--- src/rtl/div_pkg.sv ---
// Shared definitions for the radix-2 sequential divider: operand width, FSM
// states and the RISC-V special-case result constants.
package div_pkg;

  localparam int WIDTH = 32;
  localparam int CNT_W = $clog2(WIDTH);

  typedef enum logic [1:0] {
    IDLE,
    CALC,
    FIX
  } state_t;

  localparam logic [WIDTH-1:0] DIV_ZERO_Q = '1;
  localparam logic [WIDTH-1:0] INT_MIN    = {1'b1, {(WIDTH-1){1'b0}}};

endpackage

--- src/rtl/div_step.sv ---
// One restoring division iteration: shift in the next dividend bit and
// subtract the divisor if it fits, producing one quotient bit.
module div_step
  import div_pkg::*;
(
  input  logic [WIDTH-1:0] rem,
  input  logic             dvd_msb,
  input  logic [WIDTH-1:0] divisor,
  output logic [WIDTH-1:0] rem_next,
  output logic             q_bit
);

  logic [WIDTH-1:0] rem_shift;
  logic [WIDTH:0]   trial;

  // The full {rem, msb} is used for the trial so a remainder with its top bit
  // set (possible with divisors >= 2^(WIDTH-1)) is not truncated before the subtract.
  assign rem_shift = {rem[WIDTH-2:0], dvd_msb};
  assign trial     = {rem, dvd_msb} - {1'b0, divisor};
  assign q_bit     = ~trial[WIDTH];
  assign rem_next  = q_bit ? trial[WIDTH-1:0] : rem_shift;

endmodule

--- src/rtl/seq_radix2_divider.sv ---
// Multi-cycle 32-bit divider with RISC-V DIV/DIVU/REM/REMU semantics, one
// quotient bit per clock behind a start/valid handshake.
module seq_radix2_divider
  import div_pkg::*;
(
  input  logic             clk,
  input  logic             rst_n,
  input  logic             start,
  input  logic             is_signed,
  input  logic [WIDTH-1:0] A,
  input  logic [WIDTH-1:0] B,
  output logic [WIDTH-1:0] Q,
  output logic [WIDTH-1:0] R,
  output logic             busy,
  output logic             valid,
  output logic             div_zero
);

  state_t           state, state_next;
  logic [WIDTH-1:0] dvd, rem, dsr_mag;
  logic [CNT_W-1:0] cnt;
  logic             neg_q, neg_r;

  logic             a_neg, b_neg, is_zero, is_ovf;
  logic [WIDTH-1:0] a_mag, b_mag, rem_next;
  logic             q_bit;

  assign a_neg   = is_signed & A[WIDTH-1];
  assign b_neg   = is_signed & B[WIDTH-1];
  assign a_mag   = a_neg ? -A : A;
  assign b_mag   = b_neg ? -B : B;
  assign is_zero = (B == '0);
  assign is_ovf  = is_signed && (A == INT_MIN) && (B == DIV_ZERO_Q);
  assign busy    = (state != IDLE);

  div_step u_step (
    .rem      (rem),
    .dvd_msb  (dvd[WIDTH-1]),
    .divisor  (dsr_mag),
    .rem_next (rem_next),
    .q_bit    (q_bit)
  );

  always_ff @(posedge clk or negedge rst_n) begin
    if (!rst_n) state <= IDLE;
    else        state <= state_next;
  end

  always_comb begin
    state_next = state;
    case (state)
      IDLE:    if (start && !is_zero && !is_ovf) state_next = CALC;
      CALC:    if (cnt == '0) state_next = FIX;
      FIX:     state_next = IDLE;
      default: state_next = IDLE;
    endcase
  end

  // Special cases resolve in IDLE without ever raising busy.
  always_ff @(posedge clk or negedge rst_n) begin
    if (!rst_n) begin
      Q        <= '0;
      R        <= '0;
      valid    <= 1'b0;
      div_zero <= 1'b0;
      dvd      <= '0;
      rem      <= '0;
      dsr_mag  <= '0;
      cnt      <= '0;
      neg_q    <= 1'b0;
      neg_r    <= 1'b0;
    end else begin
      valid <= 1'b0;
      case (state)
        IDLE: begin
          if (start) begin
            if (is_zero) begin
              Q        <= DIV_ZERO_Q;
              R        <= A;
              div_zero <= 1'b1;
              valid    <= 1'b1;
            end else if (is_ovf) begin
              Q        <= INT_MIN;
              R        <= '0;
              div_zero <= 1'b0;
              valid    <= 1'b1;
            end else begin
              dvd     <= a_mag;
              dsr_mag <= b_mag;
              rem     <= '0;
              cnt     <= CNT_W'(WIDTH - 1);
              neg_q   <= a_neg ^ b_neg;
              neg_r   <= a_neg;
            end
          end
        end
        CALC: begin
          rem <= rem_next;
          dvd <= {dvd[WIDTH-2:0], q_bit};
          if (cnt != '0) cnt <= cnt - 1'b1;
        end
        FIX: begin
          Q        <= neg_q ? -dvd : dvd;
          R        <= neg_r ? -rem : rem;
          valid    <= 1'b1;
          div_zero <= 1'b0;
        end
        default: ;
      endcase
    end
  end

endmodule

--- config.mk ---
export PLATFORM = sky130hd
export DESIGN_NAME = seq_radix2_divider
export DESIGN_NICKNAME = d
export VERILOG_FILES = /design/src/rtl/div_pkg.sv /design/src/rtl/div_step.sv /design/src/rtl/seq_radix2_divider.sv
export SDC_FILE = /design/constraint.sdc
export NUM_CORES = 1
export LEC_CHECK = 0
export BUFFER_PORTS_ARGS = -buffer_cell sky130_fd_sc_hd__clkbuf_2
export CAP_MARGIN = 25
export CORE_MARGIN = 4
export CORE_UTILIZATION = 60
export CTS_CLUSTER_DIAMETER = 40
export DETAILED_ROUTE_END_ITERATION = 8
export GPL_TIMING_DRIVEN = 1
export PLACE_DENSITY = 0.82
export SLEW_MARGIN = 20
export SYNTH_ARGS = -nofsm -noshare
export SYNTH_HDL_FRONTEND = slang
export SYNTH_SLANG_ARGS = --single-unit
--- constraint.sdc ---
create_clock -name clk -period 3.73 [get_ports clk]
set_input_delay 0.5595 -clock clk [delete_from_list [all_inputs] [get_ports clk]]
set_output_delay 0.5595 -clock clk [all_outputs]
set_load 0.03 [all_outputs]
==> impl_metrics.ini <==
[synthesis]
synth_seq_cells = 171
synth-adder-area-share = 0.0431
postSynthAreaPerCell_um2 = 8.23
synthFlopType = dfrtp_1
synth_top_cell_by_area = dfrtp_1
yosysUniqueCellTypes = 67
synthXorXnorAreaFrac = 0.109
synth_compound_area_frac = 0.229
async_flop_share = 1.00
muxShareOfSynthArea = 0.0249
syn_area_um2 = 11800
synth_top_family_by_area = compound AO/OA/AOI/OAI gates
yosys.area_share.simple = 0.186
synth_area_leaders = dfrtp_1, xnor2_1, nand2_1, a21oi_1, xor2_1
synth_cells = 1432
synth_fp_nets = 1540
yosys_warnings = 0
synth_seq_area_share = 0.363
synth_edf_count = 0
synth_top_area_share = 0.363

[place]
hpwlAfterDp_um = 26300
portBuffers = 134
gp_congestion = 1.02

[detailed_routing]
drt-wirelength-per-cell_um = 19.3
route.final.wire_length_um = 35000
num_vias = 11300
antenna_left = 0
dr.first_iter.drc_count = 1034
drc = 0
vias_per_cell = 6.25
first_pass_iters = 6

[timing]
fin_hold_ws_ns = 0.140
final-max-slew-violation-count = 0
hold_viol = 0
rsz0062_at_grt = false
setup_violations = 0
max_freq_mhz = 291
finalClockSkew_ns = 0.0117
period_needed_ns = 3.44
setup_tns_ns = 0
fin_crit_sh = 0.922
relSlewSlack = 0.415
worstMarginPinSlew_ns = 0.875

[clock_tree]
cts.repair.resized = 0
clock_latency_ns = 0.44
cts_root_buffer = clkbuf_16
clk_pin_slew_ns = 0.08
post_cts_buffers = 0
clock_path_buffers = 2
cts_tree = done
h-tree-depth = 4
postCtsHoldBufs = 0
numCtsBuffers = 17
cts.sinks = 171

[cells_and_area]
multi_input_area_um2 = 7010
fin_nets = 1649
drive_gt1_frac = 0.149
ff_latch_area_um2 = 4280
area_growth_pct = 14.3
nFillCells = 1532

[die]
initial_core_util = 0.619
die_x_um = 148
die_height_um = 148
io-pin-count = 135
dieArea_um2 = 21900
rows = 50
coreArea_um2 = 19000

[setup_path]
cp-startpoint = dsr_mag[0]
worstPathMaxFanout = 25
cp-end-kind = register
crit_type = register to register
crit_slowest_cell = xnor2_2
worstReg2RegStart = dsr_mag[0]
crit_chain = ha_1, fa_1, nor2b_1, o31a_1, o21ai_1, a21oi_1, a31oi_1, xnor2_2, buf_12, mux2i_1, o21ai_0
crit_path_start_kind = register
required_ns = 4.01
critPathMaxStageDelay_ns = 0.50
cp_data_arrival_time_ns = 3.72

[min_path]
hold_path_class = input port to asynchronous set/reset pin

[power_and_ir_drop]
power_frac_seq = 0.271
clockPowerShare = 0.150
p_sw_mw = 5.89
swShare = 0.468
p_int_mw = 6.70
power_leakage_nw = 5.75
max-vdd-ir-drop_mv = 0.598
comb_power_share = 0.580
power_density_nw_per_um2 = 935

[grt]
grt_pass1_vias = 10600
grt_util_all_layers = 0.319
overflow = 0
antenna_found_initial = 1
grt_pass1_wl_um = 55900
grt_max_degree = 83

[run_status]
status = completed

[job]
max_cap_violations = 0
## state kept, by name, summed over array words and instances (netlist names), 2 cells and up
signal / flops
Q: 32
dvd: 32
rem: 32
R: 32
state: 2
cnt: 5
dsr_mag: 32
## cells in the final DEF (no fill, tap or decap), types with 21 or more instances in the layout
cell type / synthesis / final
nand2_1: 181 / 181
dfrtp_1: 171 / 171
clkbuf_2: 0 / 133
nor2_1: 115 / 114
a21oi_1: 114 / 114
o21ai_0: 100 / 100
o21ai_1: 82 / 82
xnor2_1: 83 / 82
xor2_1: 63 / 63
inv_1: 56 / 56
ha_1: 39 / 39
buf_4: 0 / 32
mux2i_1: 27 / 27
o31ai_1: 25 / 25
or3_1: 24 / 24
nand4_1: 21 / 21
## power groups by stage
stage,sequential (mW),clock (mW),combinational (mW)
after floorplan,3.26,0,5.42
after global placement,3.39,0,6.91
after detailed placement,3.43,0,7.10
after CTS,3.40,1.90,7.18
after global routing,3.49,1.98,8.03
final,3.41,1.88,7.30
## cell families (layout without fill, tap and decap cells)
| group | Yosys count | count (layout) |
|---|---|---|
| DFF | 171 | 171 |
| and+or+nand+nor | 464 | 464 |
| adders and majority gates | 40 | 40 |
| buffers and inverters | 138 | 260 |
| muxes | 29 | 29 |
| xor gates and xnor gates | 146 | 146 |
| AOI/OAI and AO/OA | 444 | 444 |
| other | 0 | 1 |
## synth_stat cells, drive strengths merged, types with 17 or more instances
library cell,count
o21ai,182
nand2,181
dfrtp,171
a21oi,115
nor2,115
xnor2,83
clkbuf,67
xor2,63
inv,57
ha,39
o31ai,29
mux2i,27
or3,26
nor3,23
nand4,21
a221o,19
nand3,19
nor4,18
a31oi,17
## per-layer routing
| metal | track usage | up-vias | part of all wire |
|---|---|---|---|
| li1 | - | 5353 | - |
| met1 | 0.420 | 5348 | 0.41 |
| met2 | 0.522 | 552 | 0.47 |
| met3 | 0.0454 | 95 | 0.075 |
| met4 | 0.153 | 0 | 0.051 |
| met5 | 0 | - | 0 |
## critical path: cells and delay by family (launching register included)
kind | cells | cell delay [ns]
AO/OA/AOI/OAI | 5 | 1.01
buffers and inverters | 1 | 0.28
AND/OR/NAND/NOR | 1 | 0.19
adder cells (fa/ha/maj) | 2 | 0.63
multiplexers | 1 | 0.23
XOR/XNOR | 1 | 0.50
flip-flops | 1 | 0.41
## worst paths after layout
| path | slack, ns | end | cells past startpoint |
|---|---|---|---|
| max | 0.29 | rem[14] | 11 |
| min | 0.14 | R[13] | 1 |
| max reg2reg | 0.29 | rem[14] | 11 |
| min reg2reg | 0.49 | R[27] | 2 |
| max in group asynchronous | 2.69 | Q[2] | 2 |
| min in group clk | 0.42 | dsr_mag[1] | 3 |
## area by class of cell
cell class,count,area share
clock buffer,17,0.0316
tap,260,0.0242
clock inverter,15,0.0148
timing repair buffer,171,0.0752
inverter,57,0.0159
multi-input combinational,1123,0.520
sequential,171,0.318
antenna,1,0.000186
## per-stage QoR
stage | setup WS (ns) | area (um^2) | utilization | std cells | total power [mW]
floorplan | 0.741 | 11800 | - | 1432 | 8.68
global placement | 0.278 | 12800 | 0.674 | 1781 | 10.3
detailed placement | 0.232 | 12800 | 0.674 | 1781 | 10.5
CTS | 0.329 | 13400 | 0.707 | 1813 | 12.5
global route | 0.0786 | 13500 | 0.708 | 1815 | 13.5
finish | 0.289 | 13500 | 0.708 | 1815 | 12.6
No activity file was read; power rests on OpenSTA's default activity.
